$ cat config.mk
export PLATFORM = sky130hd
export DESIGN_NAME = x2050mpxpoll
export DESIGN_NICKNAME = d
export VERILOG_FILES = /design/src/rtl/x2050mpx_pkg.sv /design/src/rtl/x2050mpxibq.sv /design/src/rtl/x2050mpxpoll.sv
export SDC_FILE = /design/constraint.sdc
export NUM_CORES = 1
export LEC_CHECK = 0
export CAP_MARGIN = 5
export CORE_MARGIN = 2
export CORE_UTILIZATION = 56
export DETAILED_ROUTE_END_ITERATION = 10
export MAX_ROUTING_LAYER = met4
export PLACE_DENSITY = 0.85
export SLEW_MARGIN = 20
export SYNTH_ARGS = -nofsm -noshare
export SYNTH_HDL_FRONTEND = slang
export SYNTH_HIERARCHICAL = 1
export SYNTH_SLANG_ARGS = --single-unit
$ cat constraint.sdc
create_clock -name i_clk -period 5.2 [get_ports i_clk]
set_clock_uncertainty 0.1 [all_clocks]
set_input_delay 1.3 -clock i_clk [delete_from_list [all_inputs] [get_ports i_clk]]
set_output_delay 1.3 -clock i_clk [all_outputs]
set_load 0.01 [all_outputs]
$ cat src/rtl/x2050mpx_pkg.sv
`default_nettype none
// ============================================================================
// Module      : x2050mpx_pkg
// Description : Shared types and constants for the multiplexor-channel
//               request-in poller. Holds the poll FSM state encoding, the
//               interrupt-buffer entry width and the status-byte bit names.
//               Status bits use S/360 bus numbering: bus bit 0 is the MSB of
//               the byte, so vector index = 7 - bus bit.
// Revision    : 1.0  initial release
// ============================================================================
package x2050mpx_pkg;

    typedef enum logic [1:0] {
        ST_IDLE      = 2'd0,
        ST_SELECT    = 2'd1,
        ST_WAIT_ADDR = 2'd2,
        ST_HELD      = 2'd3
    } poll_state_t;

    // Status-byte bit positions, bus-bit numbering (0 = MSB of the byte).
    localparam int ATTN   = 0;
    localparam int SMOD   = 1;
    localparam int CUEND  = 2;
    localparam int BUSY   = 3;
    localparam int CHEND  = 4;
    localparam int DEVEND = 5;
    localparam int UCK    = 6;
    localparam int UEX    = 7;

    // Interrupt-buffer entry: {unit address, status byte}.
    localparam int IB_ENTRY_W = 16;

    // Convert a bus-bit number to a vector index into a [7:0] byte.
    function automatic int stat_idx(input int bus_bit);
        return 7 - bus_bit;
    endfunction

endpackage : x2050mpx_pkg
`default_nettype wire

$ cat src/rtl/x2050mpxibq.sv
`default_nettype none
// ============================================================================
// Module      : x2050mpxibq
// Description : Interrupt-buffer FIFO built from flops, show-ahead head.
//               Push when full is dropped and flagged; push+pop when full
//               performs both; pop when empty is ignored.
// Ports       : i_clk, i_reset (sync, active-low)
//               i_push, i_pop, i_data  - write / read-advance / write data
//               o_data                 - head entry, zero when empty
//               o_count, o_full, o_empty
//               o_ovf                  - one-cycle pulse on a dropped push
// Revision    : 1.0  initial release
// ============================================================================
import x2050mpx_pkg::*;

module x2050mpxibq #(
    parameter int DEPTH = 4,
    parameter int WIDTH = IB_ENTRY_W
) (
    input  logic                     i_clk,
    input  logic                     i_reset,
    input  logic                     i_push,
    input  logic                     i_pop,
    input  logic [WIDTH-1:0]         i_data,
    output logic [WIDTH-1:0]         o_data,
    output logic [$clog2(DEPTH):0]   o_count,
    output logic                     o_full,
    output logic                     o_empty,
    output logic                     o_ovf
);

    localparam int AW = $clog2(DEPTH);
    localparam int CW = AW + 1;
    localparam logic [CW-1:0] C_FULL = CW'(DEPTH);

    logic [WIDTH-1:0] r_mem [DEPTH];
    logic [AW-1:0]    r_wr_ptr;
    logic [AW-1:0]    r_rd_ptr;
    logic [CW-1:0]    r_count;
    logic             r_ovf;

    logic w_full;
    logic w_empty;
    logic w_do_pop;
    logic w_do_push;

    assign w_full    = (r_count == C_FULL);
    assign w_empty   = (r_count == '0);
    assign w_do_pop  = i_pop && !w_empty;
    // A full buffer can still accept a write when the head leaves the same cycle.
    assign w_do_push = i_push && (!w_full || w_do_pop);

    // Storage needs no reset: the pointers and count define what is valid.
    always_ff @(posedge i_clk) begin
        if (w_do_push) begin
            r_mem[r_wr_ptr] <= i_data;
        end
    end

    always_ff @(posedge i_clk) begin
        if (!i_reset) begin
            r_wr_ptr <= '0;
            r_rd_ptr <= '0;
            r_count  <= '0;
            r_ovf    <= 1'b0;
        end else begin
            r_ovf <= i_push && !w_do_push;
            // DEPTH is a power of two, so pointers wrap naturally.
            if (w_do_push) begin
                r_wr_ptr <= r_wr_ptr + AW'(1);
            end
            if (w_do_pop) begin
                r_rd_ptr <= r_rd_ptr + AW'(1);
            end
            case ({w_do_push, w_do_pop})
                2'b10:   r_count <= r_count + CW'(1);
                2'b01:   r_count <= r_count - CW'(1);
                default: r_count <= r_count;
            endcase
        end
    end

    assign o_data  = w_empty ? '0 : r_mem[r_rd_ptr];
    assign o_count = r_count;
    assign o_full  = w_full;
    assign o_empty = w_empty;
    assign o_ovf   = r_ovf;

endmodule : x2050mpxibq
`default_nettype wire

$ cat src/rtl/x2050mpxpoll.sv
`default_nettype none
// ============================================================================
// Module      : x2050mpxpoll
// Description : Multiplexor-channel request-in poller with round-robin
//               select-out grant, address-in capture with odd-parity check,
//               select-out timeout, and an interrupt buffer of
//               {unit address, status}.
// Ports       : i_clk, i_reset (sync, active-low)
//               i_poll_control   - microprogram permits new polls
//               i_request_in     - per-line request-in
//               i_address_in     - device drives unit address on i_bus_in
//               i_bus_in         - [8]=P, [7:0]=bus bits 0..7
//               i_resume_polling - release the held device
//               i_ib_push/pop    - interrupt-buffer write / read-advance
//               i_ib_status      - status byte queued with o_poll_ua
//               o_select_out     - one-hot grant
//               o_request_a0     - one-cycle ROAR request
//               o_poll_ua        - latched unit address
//               o_log            - one-cycle error pulse (timeout / parity)
//               o_ibfull, o_ib_empty, o_ib_count, o_ib_ovf
//               o_ib_ua, o_ib_status, o_ib_devend, o_ib_attn - head entry
// Revision    : 1.0  initial release
// ============================================================================
import x2050mpx_pkg::*;

module x2050mpxpoll #(
    parameter int NSUB     = 8,
    parameter int IB_DEPTH = 4,
    parameter int TIMEOUT  = 64
) (
    input  logic                        i_clk,
    input  logic                        i_reset,
    input  logic                        i_poll_control,
    input  logic [NSUB-1:0]             i_request_in,
    input  logic                        i_address_in,
    input  logic [8:0]                  i_bus_in,
    input  logic                        i_resume_polling,
    input  logic                        i_ib_push,
    input  logic                        i_ib_pop,
    input  logic [7:0]                  i_ib_status,
    output logic [NSUB-1:0]             o_select_out,
    output logic                        o_request_a0,
    output logic [7:0]                  o_poll_ua,
    output logic                        o_log,
    output logic                        o_ibfull,
    output logic                        o_ib_empty,
    output logic [$clog2(IB_DEPTH):0]   o_ib_count,
    output logic [7:0]                  o_ib_ua,
    output logic [7:0]                  o_ib_status,
    output logic                        o_ib_devend,
    output logic                        o_ib_attn,
    output logic                        o_ib_ovf
);

    localparam int PW = (NSUB > 1) ? $clog2(NSUB) : 1;
    localparam int TW = $clog2(TIMEOUT + 1);
    localparam logic [TW-1:0] C_TMO_LAST = TW'(TIMEOUT - 1);

    poll_state_t      r_state;
    logic [PW-1:0]    r_rr_ptr;
    logic [PW-1:0]    r_grant;
    logic [TW-1:0]    r_tmo;
    logic [NSUB-1:0]  r_select;
    logic             r_a0;
    logic             r_log;
    logic [7:0]       r_ua;

    logic             w_found;
    logic [PW-1:0]    w_pick;
    logic             w_par_ok;
    logic [IB_ENTRY_W-1:0] w_head;

    // Successor line, wrapping at NSUB (which need not be a power of two).
    function automatic logic [PW-1:0] f_next(input logic [PW-1:0] p);
        if (int'(p) == NSUB - 1) begin
            return '0;
        end
        return p + PW'(1);
    endfunction

    // First requesting line at or after the round-robin pointer.
    always_comb begin
        w_found = 1'b0;
        w_pick  = '0;
        for (int i = 0; i < NSUB; i++) begin
            if (!w_found && i_request_in[(int'(r_rr_ptr) + i) % NSUB]) begin
                w_found = 1'b1;
                w_pick  = PW'((int'(r_rr_ptr) + i) % NSUB);
            end
        end
    end

    // Odd parity: the nine bus-in bits must hold an odd number of ones.
    assign w_par_ok = ^i_bus_in;

    always_ff @(posedge i_clk) begin
        if (!i_reset) begin
            r_state  <= ST_IDLE;
            r_rr_ptr <= '0;
            r_grant  <= '0;
            r_tmo    <= '0;
            r_select <= '0;
            r_a0     <= 1'b0;
            r_log    <= 1'b0;
            r_ua     <= '0;
        end else begin
            r_a0  <= 1'b0;
            r_log <= 1'b0;
            case (r_state)
                ST_IDLE: begin
                    r_tmo <= '0;
                    if (i_poll_control && (|i_request_in)) begin
                        r_state <= ST_SELECT;
                    end
                end

                ST_SELECT: begin
                    // The request may have vanished since IDLE; then just go back.
                    if (w_found) begin
                        r_grant  <= w_pick;
                        r_select <= NSUB'(1) << w_pick;
                        r_tmo    <= '0;
                        r_state  <= ST_WAIT_ADDR;
                    end else begin
                        r_state  <= ST_IDLE;
                    end
                end

                ST_WAIT_ADDR: begin
                    if (i_address_in) begin
                        r_ua <= i_bus_in[7:0];
                        if (w_par_ok) begin
                            r_a0    <= 1'b1;
                            r_state <= ST_HELD;
                        end else begin
                            // Bad address: move past this line so others get a turn.
                            r_log    <= 1'b1;
                            r_select <= '0;
                            r_rr_ptr <= f_next(r_grant);
                            r_state  <= ST_IDLE;
                        end
                    end else if (!i_request_in[r_grant]) begin
                        r_select <= '0;
                        r_rr_ptr <= f_next(r_grant);
                        r_state  <= ST_IDLE;
                    end else if (r_tmo == C_TMO_LAST) begin
                        r_log    <= 1'b1;
                        r_select <= '0;
                        r_rr_ptr <= f_next(r_grant);
                        r_state  <= ST_IDLE;
                    end else begin
                        r_tmo <= r_tmo + TW'(1);
                    end
                end

                ST_HELD: begin
                    if (i_resume_polling) begin
                        r_select <= '0;
                        r_rr_ptr <= f_next(r_grant);
                        r_state  <= ST_IDLE;
                    end
                end

                default: begin
                    r_select <= '0;
                    r_state  <= ST_IDLE;
                end
            endcase
        end
    end

    x2050mpxibq #(
        .DEPTH (IB_DEPTH),
        .WIDTH (IB_ENTRY_W)
    ) u_ibq (
        .i_clk   (i_clk),
        .i_reset (i_reset),
        .i_push  (i_ib_push),
        .i_pop   (i_ib_pop),
        .i_data  ({r_ua, i_ib_status}),
        .o_data  (w_head),
        .o_count (o_ib_count),
        .o_full  (o_ibfull),
        .o_empty (o_ib_empty),
        .o_ovf   (o_ib_ovf)
    );

    assign o_select_out = r_select;
    assign o_request_a0 = r_a0;
    assign o_poll_ua    = r_ua;
    assign o_log        = r_log;
    assign o_ib_ua      = w_head[15:8];
    assign o_ib_status  = w_head[7:0];
    assign o_ib_devend  = w_head[stat_idx(DEVEND)];
    assign o_ib_attn    = w_head[stat_idx(ATTN)];

endmodule : x2050mpxpoll
`default_nettype wire

# == Yosys cells after proc, flatten, opt, wreduce, memory -nomap -nowiden ==
# Memories as Yosys holds them, arrays and structs flattened. A register that Yosys moved wholly into a read port is not among the register bits.
# Cells that the tools add are included.
# totals
rom_bits,0
n_memories,1
latchBits,0
ff_bits,41
out_inout_bits,42
ram_bits,64
# classes
n_eq_ne,16
bitwise_logic,7
addsub,13
mux,100
n_reduce_logical,45
multipliers,0
div_mod_pow,0
shifts,1
n_lt_le_gt_ge,9
# mem_list
memory,words,width,read_ports,rd_clocked_by_memory_dff,write_ports,line,source
u_ibq.r_mem,4,16,1,1,1,x2050mpxibq.sv:36,logic [WIDTH-1:0] r_mem [DEPTH];
# op_table
cell,count
$mux W3,18
$mux W1,48
$mux W8,6
$lt A4 B5 Y1 const B,7
$mux W7,4
$bmux W1 S3,9
$pmux W8 S3,1
$pmux W7 S3,1
$reduce_or A3 Y1,7
$mux W2,9
$mux W16,1
$add A3 B3 Y3 const B,4
$ne A2 B2 Y1 const B,6
$pmux W3 S2,2
$logic_and A1 B1 Y1,11
$logic_not A1 Y1,10
$reduce_and A5 Y1,2
$add A3 B1 Y3 const B,3
$reduce_xor A9 Y1,1
$lt A3 B4 Y1 const B,2
$pmux W2 S4,1
$reduce_or A8 Y1,1
$shl A1 B3 Y8 const A,1
$add A7 B1 Y7 const B,1
other kinds (19),35

# == Logic depth before layout (Yosys ltp) ==
# Gate-level depths: netlist of run 1.
# depth
word_depth,29
ltp_mapped,13
mapped_depth_nobuf,9

# == Cells and area by module ==
# Netlist of run 1, hierarchy kept.
# by_module_without_submodules
module,area_each_um2,seq_area_each_um2,n_inst,cells_each
x2050mpxibq,3015.4,2122.0,1,159
x2050mpxpoll,2611.3,660.6,1,300

# == Worst setup path after synthesis of run 1 ==
# OpenSTA, ideal clock, no wires.
# synth_timing
path_type,input port to flip-flop
start,in i_request_in[0]
end,"reg r_select[1], in the netlist o_select_out[1]"
required_ns,5.008
path_buffers,1
stages,8
arrival_ns,3.537
setup_slack_ns,1.471
path_cell_list,clkbuf_1 mux2_2 mux4_2 or2_1 o31a_1 a2111o_1 and2_4 o32ai_1
# synth_via
elab_chain_cells,27
elab_cells_between_ends,63
# synth_lines
item,line,source
"start, declared",x2050mpxpoll.sv:34,"input logic [NSUB-1:0] i_request_in,"
$bmux W1 S3,x2050mpxpoll.sv:86,if (!w_found && i_request_in[(int'(r_rr_ptr) + i) % NSUB]) begin
$mux W1 (not written as such),x2050mpxpoll.sv:86,
$mux W1,x2050mpxpoll.sv:86,
$logic_not A1 Y1,x2050mpxpoll.sv:86,
$logic_and A1 B1 Y1,x2050mpxpoll.sv:86,
$mux W1,x2050mpxpoll.sv:86,
$logic_not A1 Y1,x2050mpxpoll.sv:86,
$logic_and A1 B1 Y1,x2050mpxpoll.sv:86,
(+11 left out),-,
$logic_and A1 B1 Y1,x2050mpxpoll.sv:86,
$mux W1,x2050mpxpoll.sv:86,
$logic_not A1 Y1,x2050mpxpoll.sv:86,
$logic_and A1 B1 Y1,x2050mpxpoll.sv:86,
$mux W3,x2050mpxpoll.sv:86,
$shl A1 B3 Y8,x2050mpxpoll.sv:121,r_select <= NSUB'(1) << w_pick;
$mux W8,x2050mpxpoll.sv:119,if (w_found) begin
$pmux W8 S3,x2050mpxpoll.sv:109,case (r_state)
"end signal, assigned",x2050mpxpoll.sv:121,
"end, declared",x2050mpxpoll.sv:63,logic [NSUB-1:0] r_select;
# Several ways; a longest one is shown, not always the timed one. The select of a mux whose other input is x is not followed.
# A chain may end at the register's enable or synchronous reset.

# == Worst setup path after layout of run 1 ==
# layout_timing
start,in i_request_in[7]
end,reg r_tmo[3]
# layout_via
elab_chain_cells,26
elab_cells_between_ends,50
# layout_lines
item,line,source
$bmux W1 S3,x2050mpxpoll.sv:86,
$mux W1 (not written as such),x2050mpxpoll.sv:86,
$mux W1,x2050mpxpoll.sv:86,
$logic_not A1 Y1,x2050mpxpoll.sv:86,
$logic_and A1 B1 Y1,x2050mpxpoll.sv:86,
$mux W1,x2050mpxpoll.sv:86,
$logic_not A1 Y1,x2050mpxpoll.sv:86,
$logic_and A1 B1 Y1,x2050mpxpoll.sv:86,
(+10 left out),-,
$logic_not A1 Y1,x2050mpxpoll.sv:86,
$logic_and A1 B1 Y1,x2050mpxpoll.sv:86,
$mux W1,x2050mpxpoll.sv:86,
$logic_not A1 Y1,x2050mpxpoll.sv:86,
$logic_and A1 B1 Y1,x2050mpxpoll.sv:86,
$mux W1,x2050mpxpoll.sv:86,
$ne A2 B2 Y1 (no line),-,
$reduce_and A5 Y1 (no line) (*),-,
"end signal, assigned",x2050mpxpoll.sv:152,r_tmo <= r_tmo + TW'(1);
"end, declared",x2050mpxpoll.sv:62,logic [TW-1:0] r_tmo;
# Mark *: on every way between the ends. The rest lies on a longest branch, timed or not. The select of a mux whose other input is x is not followed.

==> results of run 1 <==
## placed cells by master (no fill, tap or decap), types with 5 or more instances in the layout
cell type,count
a21oi_1,24
buf_4,6
clkbuf_8,9
clkdlybuf4s50_1,73
dfxtp_1,43
edfxtp_1,64
ha_1,10
inv_1,23
mux2_2,8
mux2i_1,19
mux4_2,27
nand2_1,30
nand3_1,18
nor2_1,19
nor2b_1,17
nor3_1,6
o21ai_0,18
o32ai_1,8
or3_1,7
xnor2_1,6
xor2_1,5
## stage by stage
| stage | instance area, um^2 | total power [mW] |
|---|---|---|
| global placement | 6420 | 1.89 |
| finish | 6650 | 2.44 |
| floorplan | 5630 | 1.60 |
| detailed placement | 6420 | 1.93 |
| global route | 6650 | 2.56 |
| CTS | 6640 | 2.43 |
## kinds of logic (layout without fill, tap and decap cells)
kind of cell	count (synthesis)	in the layout	synth area share
compound gates	88	88	0.108
simple gates	130	130	0.128
mux	59	59	0.179
buf+inv	52	121	0.0434
flops	107	107	0.495
xor+xnor	12	12	0.0211
fa+ha+maj	11	11	0.0258
## area by class of cell
type	instances	area [um^2]	area share
flip-flops and latches	107	2780	0.418
multi-input cells	300	2610	0.392
repair buffers	80	791	0.119
well taps	133	166	0.0250
clock buffers	9	124	0.0186
inverters	25	93.8	0.0141
clock inverters	7	88.8	0.0134
## where the power goes
group | total (mW) | leakage, nW | switching [mW] | internal, mW
Sequential | 1.01 | 0.963 | 0.0495 | 0.964
Clock | 0.512 | 0.106 | 0.317 | 0.195
Combinational | 0.910 | 1.19 | 0.428 | 0.482
Total | 2.44 | 2.25 | 0.795 | 1.64
## routing by layer
metal | global-route usage | up-vias
met2 | 0.386 | 141
met4 | 0.0676 | 0
met3 | 0.0395 | 8
met1 | 0.302 | 1984
met5 | - | -
li1 | - | 1871
## registers in the layout (all words and copies together) (netlist names), named ones only
| name | cells |
|---|---|
| r_rr_ptr | 3 |
| u_ibq/r_rd_ptr | 2 |
| u_ibq/r_mem | 64 |
| u_ibq/o_ovf | 1 |
| r_state | 2 |
| o_poll_ua | 8 |
| o_log | 1 |
| o_select_out | 8 |
| r_tmo | 7 |
| r_grant | 3 |
| u_ibq/o_count | 3 |
| u_ibq/r_wr_ptr | 2 |
| o_request_a0 | 1 |
## worst paths after layout
kind | startpoint | endpoint | slack (ns) | cells after the start
setup / recovery | i_request_in[7] | r_tmo[3] | 0.84 | 8
hold / removal | o_select_out[2] | o_select_out[2] | 0.37 | 2
setup reg to reg | r_rr_ptr[0] | r_tmo[3] | 0.98 | 9
hold reg to reg | o_select_out[2] | o_select_out[2] | 0.37 | 2
## tightest hold or removal path, stage by stage (launching register included)
cell and delay [ns]:
dfxtp_1 0.32, inv_1 0.05, o32ai_1 0.05
==> results.json, run 1 <==
{
  "status": "completed",
  "placed_cells": 644,
  "critPathMaxStageDelay_ns": 0.82,
  "via_per_inst": 6.06,
  "crit_family": "compound AO/OA/AOI/OAI gates",
  "synth-edff-count": 64,
  "wl_met1_um": 5110,
  "vdd_drop_max_mv": 0.243,
  "area_delta_synth_final_pct": 18.2,
  "fin_hold_ws_ns": 0.366,
  "synth-seq-cells": 107,
  "dp_slack_ns": 0.545,
  "yosys_warnings": 6,
  "die_x_um": 104,
  "hold_buffers": 0,
  "leakage_nw": 2.25,
  "ys.flop_type": "edfxtp_1",
  "drv_cap": 0,
  "grt_usage": 0.234,
  "finalNetCount": 566,
  "post_route_cells_drive_above_1_share": 0.148,
  "start_util": 0.576,
  "critPathLaunchType": "primary input",
  "async_flop_share": 0,
  "worstHoldPathType": "reg -> reg",
  "cp_max_fo": 12,
  "power-per-cell-area_nw_per_um2": 366,
  "fillerInstances": 698,
  "root_buffer": "clkbuf_8",
  "postCtsSetupBuffers": 0,
  "finalSetupViolations": 0,
  "yosys-top-cells-area": "edfxtp_1 34%, dfxtp_1 15%, mux4_2 11%, mux2i_1 3.4%, ha_1 2.2%",
  "met2_length_um": 6150,
  "fin_cells": 661,
  "synth_top_area_cell": "edfxtp_1",
  "tightest_slew_ns": 0.917,
  "grt_pass1_vias": 3941,
  "path_buf_inv": 1,
  "die-area_um2": 10900,
  "ant_nets": 0,
  "clkSinkCount": 107,
  "cts_resized": 0,
  "hpwl_um": 8640,
  "seq_area_frac_synth": 0.495,
  "fin_ws_ns": 0.842,
  "via_count": 4004,
  "fin_crit_ns": 4.36,
  "synth_common_cells": "64 x edfxtp_1, 43 x dfxtp_1, 30 x nand2_1",
  "postSynthAreaPerCell_um2": 12.3,
  "ys_types": 70,
  "synth_top_area_frac": 0.342,
  "cts_tree": "built",
  "wl_per_cell_um": 18.1,
  "syn_area_um2": 5630,
  "cts_inserted_buffers": 9,
  "synth_most_common_cell": "edfxtp_1",
  "grt_pass1_wl_um": 19700,
  "crit_chain": "clkdlybuf4s50_1 -> mux2_2 -> mux4_2 -> or2_1 -> o31a_1 -> o41ai_2 -> o21ai_0 -> a21oi_1",
  "grt_overflow": 0,
  "endpoint_kind": "flip-flop",
  "final_util": 0.681,
  "top_level_ports": 74,
  "cts_buffer_depth": 2,
  "routed_wl_um": 12000,
  "postSynthCellCount": 459,
  "synthesis.nets": 502,
  "gp_congestion": 0.920,
  "drcViolationCount": 0,
  "cp.arrival_ns": 4.56,
  "max_slew_margin": 0.382,
  "rsz0062_at_grt": "false",
  "grt_antenna_before_repair": 0,
  "period_share": 0.838,
  "crit_type": "in -> reg",
  "row_count": 36,
  "slowest_stage": "o41ai_2",
  "ctsHtreeMaxLevel": 3,
  "die_h_um": 104,
  "maxSlewViolCount": 0,
  "max_freq_ghz": 0.229,
  "antenna_cells": 0,
  "worstPathRequired_ns": 5.40,
  "tns_ns": 0,
  "dr.pass1.iters": 7,
  "io_buffer_count": 73,
  "top_layer": "met4",
  "drt_iter0_drc": 343,
  "core_area_um2": 9770,
  "clk_latency_ns": 0.38,
  "grt_max_degree": 23,
  "route.met3.wl_um": 588,
  "cts.clk_slew.worst_paths_ns": 0.10,
  "final_hold_viol_count": 0
}
Power figures use the tool's default switching activity.
==> run 2, diff against run 1 <==
==> constraint.sdc (replaced) <==
create_clock -name i_clk -period 4.35 [get_ports i_clk]
set_clock_uncertainty 0.1 [all_clocks]
set_input_delay 1.0875 -clock i_clk [delete_from_list [all_inputs] [get_ports i_clk]]
set_output_delay 1.0875 -clock i_clk [all_outputs]
set_load 0.01 [all_outputs]
==> run 2 against run 1 <==
Sequential share of layout area fell by 0.41 points. Routed wire length increased by 0.70%. Clock power increased by 21%. Sequential power rose by 20%. Die area stayed put. Non-clock buffer count is 11 higher. Utilization grew 0.68 points. Flip-flop and latch count unchanged. Critical path type unchanged. Critical endpoint is now o_select_out[0]. Highest routed layer unchanged.
==> results.json, run 2 (synthesis results as in run 1) <==
{
  "status": "completed",
  "worstHoldPathType": "reg -> reg",
  "period_share": 0.886,
  "drv_cap": 0,
  "tns_ns": 0,
  "hold_depth": 2,
  "io_buffer_count": 73,
  "top_register": "u_ibq/r_mem",
  "clk_latency_ns": 0.37,
  "ant_nets": 0,
  "die-area_um2": 10900,
  "reg2reg_depth": 9,
  "largest_reg_flops": 64,
  "use_met3": 0.0401,
  "drcViolationCount": 0,
  "mostFrequentLayoutCells": "73 x clkdlybuf4s50_1, 64 x edfxtp_1, 43 x dfxtp_1",
  "core_area_um2": 9770,
  "via_count": 4017,
  "start_util": 0.576,
  "grt_use_met1": 0.288,
  "fin_cells": 672,
  "grt_pass1_vias": 3854,
  "root_buffer": "clkbuf_8",
  "grt_busiest_layer": "met2",
  "max_freq_ghz": 0.260,
  "vdd_drop_max_mv": 0.254,
  "max_slew_margin": 0.354,
  "p_total_mw": 2.93,
  "cts_resized": 0,
  "routed_wl_um": 12000,
  "fin_crit_ns": 3.85,
  "critPathLaunchType": "primary input",
  "finalSetupViolations": 0,
  "final_common_cell": "clkdlybuf4s50_1",
  "die_x_um": 104,
  "rsz0062_at_grt": "false",
  "seqCellArea_um2": 2780,
  "cp_max_fo": 11,
  "postCtsSetupBuffers": 0,
  "gp_congestion": 0.848,
  "top_level_ports": 74,
  "hold_buffers": 0,
  "finalNetCount": 577,
  "cts_buffer_depth": 2,
  "power-per-cell-area_nw_per_um2": 436,
  "worstPathRequired_ns": 4.52,
  "crit_type": "in -> reg",
  "area_delta_synth_final_pct": 19.4,
  "maxSlewViolCount": 0,
  "post_route_cells_drive_above_1_share": 0.165,
  "grt_usage": 0.233,
  "cts_inserted_buffers": 9,
  "endpoint_kind": "flip-flop",
  "antenna_cells": 0,
  "hpwl_um": 8750,
  "ctsHtreeMaxLevel": 3,
  "grt_overflow": 0,
  "met2_usage": 0.400,
  "via_per_inst": 5.98,
  "multi_input_area_um2": 2610,
  "tightest_slew_ns": 0.965,
  "die_h_um": 104,
  "row_count": 36,
  "drt_iter0_drc": 329,
  "cts.clk_slew.worst_paths_ns": 0.10,
  "fillerInstances": 676,
  "cts_tree": "built",
  "dr.pass1.iters": 5,
  "clkSinkCount": 107,
  "grt_antenna_before_repair": 0,
  "cp.arrival_ns": 4.02,
  "leakage_nw": 2.30,
  "grt_max_degree": 22,
  "placed_cells": 656,
  "wl_per_cell_um": 17.9,
  "final_hold_viol_count": 0,
  "grt_pass1_wl_um": 19600
}
## run 2: per-stage QoR
stage | setup slack (ns) | cell area [um^2] | hold slack (ns) | util
finish | 0.497 | 6720 | 0.369 | 0.687
global route | 0.371 | 6720 | 0.380 | 0.687
CTS | 0.537 | 6720 | 0.366 | 0.687
detailed placement | 0.167 | 6520 | 0.351 | 0.667
global placement | 0.276 | 6520 | 0.347 | 0.667
floorplan | 0.650 | 5630 | 0.354 | -
## run 2: worst max-delay path: stages
cell and delay [ns]:
clkdlybuf4s50_1 0.58, mux2_2 0.35, mux4_2 0.47, or2_1 0.27
o31a_1 0.32, a2111o_1 0.45, and2_4 0.19, o32ai_1 0.30
## run 2: metal layers
layer | part of all wire | wire (um) | vias up
met4 | 0.0058 | 70 | 0
met2 | 0.52 | 6320 | 151
met1 | 0.42 | 5080 | 1974
met5 | 0 | 0 | -
li1 | - | - | 1886
met3 | 0.048 | 581 | 6
## run 2: final timing paths
| kind | start | endpoint | slack, ns |
|---|---|---|---|
| setup / recovery | i_request_in[6] | o_select_out[0] | 0.50 |
| hold / removal | o_select_out[6] | o_select_out[6] | 0.37 |
| setup reg to reg | r_rr_ptr[0] | o_select_out[0] | 0.81 |
| hold reg to reg | o_select_out[6] | o_select_out[6] | 0.37 |
## run 2: power breakdown
part / internal, mW / switching (mW) / leakage (nW)
combinational: 0.584 / 0.512 / 1.24
clock: 0.275 / 0.345 / 0.103
sequential: 1.15 / 0.0611 / 0.963
## run 2: area by class of cell
type	instances	share of cell area
clock buffer	9	0.0184
inverter	25	0.0140
multi-input combinational	300	0.388
sequential	107	0.414
clock inverter	7	0.0119
timing repair buffer	91	0.129
tap	133	0.0248
==> run 3, diff against run 2 <==
==> constraint.sdc (replaced) <==
create_clock -name i_clk -period 4.3 [get_ports i_clk]
set_clock_uncertainty 0.1 [all_clocks]
set_input_delay 1.075 -clock i_clk [delete_from_list [all_inputs] [get_ports i_clk]]
set_output_delay 1.075 -clock i_clk [all_outputs]
set_load 0.01 [all_outputs]
==> run 3 against run 2 <==
Global-route usage grew 1.3 points. Critical path depth is the same. Sequential power is essentially flat. Cell area is essentially flat. Total power grew 0.72%. Sequential share of layout area is essentially flat. Clock power shrank 3%. Register-to-register slack is essentially flat. Routed wire length grew 4.5%. Worst setup slack gained 0.012 ns. Highest routed layer unchanged.
==> results.json, run 3 (synthesis results as in run 1) <==
{
  "cts.clk_slew.worst_paths_ns": 0.10,
  "ant_nets": 0,
  "max_freq_ghz": 0.264,
  "ctsHtreeMaxLevel": 3,
  "grt_overflow": 0,
  "finalSetupViolations": 0,
  "drv_cap": 0,
  "post_route_cells_drive_above_1_share": 0.165,
  "core_area_um2": 9770,
  "rsz0062_at_grt": "false",
  "area_delta_synth_final_pct": 19.3,
  "cts_inserted_buffers": 9,
  "grt_pass1_wl_um": 20500,
  "clkSinkCount": 107,
  "io_buffer_count": 73,
  "tightest_slew_ns": 1.00,
  "root_buffer": "clkbuf_8",
  "max_slew_margin": 0.331,
  "worstPathRequired_ns": 4.47,
  "gp_congestion": 0.849,
  "wl_per_cell_um": 18.7,
  "p_total_mw": 2.95,
  "tns_ns": 0,
  "grt_max_degree": 22,
  "power-per-cell-area_nw_per_um2": 439,
  "fin_crit_ns": 3.79,
  "grt_usage": 0.246,
  "critPathMaxStageDelay_ns": 0.57,
  "die-area_um2": 10900,
  "placed_cells": 656,
  "cts_buffer_depth": 2,
  "crit_type": "in -> reg",
  "cts_tree": "built",
  "grt_antenna_before_repair": 0,
  "top_level_ports": 74,
  "grt_pass1_vias": 4126,
  "fin_cells": 672,
  "status": "completed",
  "cts_resized": 0,
  "antenna_cells": 0,
  "crit_family": "compound AO/OA/AOI/OAI gates",
  "worstHoldPathType": "reg -> reg",
  "critPathLaunchType": "primary input",
  "drcViolationCount": 0,
  "drt_iter0_drc": 224,
  "die_h_um": 104,
  "postCtsSetupBuffers": 0,
  "routed_wl_um": 12600,
  "dr.pass1.iters": 7,
  "hpwl_um": 8970,
  "cp.arrival_ns": 3.96,
  "crit_chain": "clkdlybuf4s50_1 -> mux2_4 -> mux4_2 -> or2_1 -> o31a_1 -> a2111o_1 -> and2_4 -> o32ai_1",
  "fin_hold_ws_ns": 0.370,
  "via_per_inst": 6.07,
  "top_register": "u_ibq/r_mem",
  "endpoint_kind": "flip-flop",
  "die_x_um": 104,
  "leakage_nw": 2.30,
  "finalNetCount": 577,
  "largest_reg_flops": 64,
  "clk_latency_ns": 0.37,
  "vdd_drop_max_mv": 0.218,
  "row_count": 36,
  "final_common_cell": "clkdlybuf4s50_1",
  "period_share": 0.882,
  "mostFrequentLayoutCells": "73 x clkdlybuf4s50_1, 64 x edfxtp_1, 43 x dfxtp_1",
  "slowest_stage": "clkdlybuf4s50_1",
  "hold_buffers": 0,
  "start_util": 0.576,
  "fillerInstances": 686,
  "cp_max_fo": 10,
  "maxSlewViolCount": 0,
  "via_count": 4078,
  "final_hold_viol_count": 0,
  "path_buf_inv": 1
}
run 3: metal layers:
metal,wire (um),global-route usage,up-vias
met5,0,-,-
met1,4880,0.278,2005
met4,163,0.0734,0
li1,-,-,1888
met2,6780,0.446,171
met3,764,0.0426,14
run 3: worst paths after layout:
kind	startpoint	to	slack, ns	cells after the start
worst max register to register	r_rr_ptr[0]	o_select_out[1]	0.81	9
worst max-delay path	i_request_in[1]	o_select_out[1]	0.51	8
worst min register to register	o_select_out[4]	o_select_out[4]	0.37	2
worst min-delay path	o_select_out[4]	o_select_out[4]	0.37	2
run 3: tightest hold or removal path: cells and delay by family, from the launching register on:
family	cells	cell delay, ns
compound gates	1	0.05
buf+inv	1	0.05
flops	1	0.32
run 3: through the flow:
stage          cell area, um^2  utilization  setup WS (ns)
2_1_floorplan             5630            -          0.600
3_3_place_gp              6520        0.667          0.238
3_5_place_dp              6520        0.667          0.168
4_1_cts                   6710        0.687          0.545
5_1_grt                   6710        0.687          0.395
6_report                  6710        0.687          0.509
run 3: cell type report:
cell class,count,area [um^2],share of cell area
clock buffers,9,124,0.0184
clock inverters,7,75.1,0.0112
multi-input cells,300,2610,0.388
repair buffers,91,866,0.129
flip-flops and latches,107,2780,0.414
inverters,25,93.8,0.0140
well taps,133,166,0.0248
run 3: report_power, final:
group	internal (mW)	total [mW]	switching, mW
combinational	0.590	1.12	0.530
sequential	1.17	1.23	0.0608
clock	0.230	0.603	0.373
total	1.99	2.95	0.965
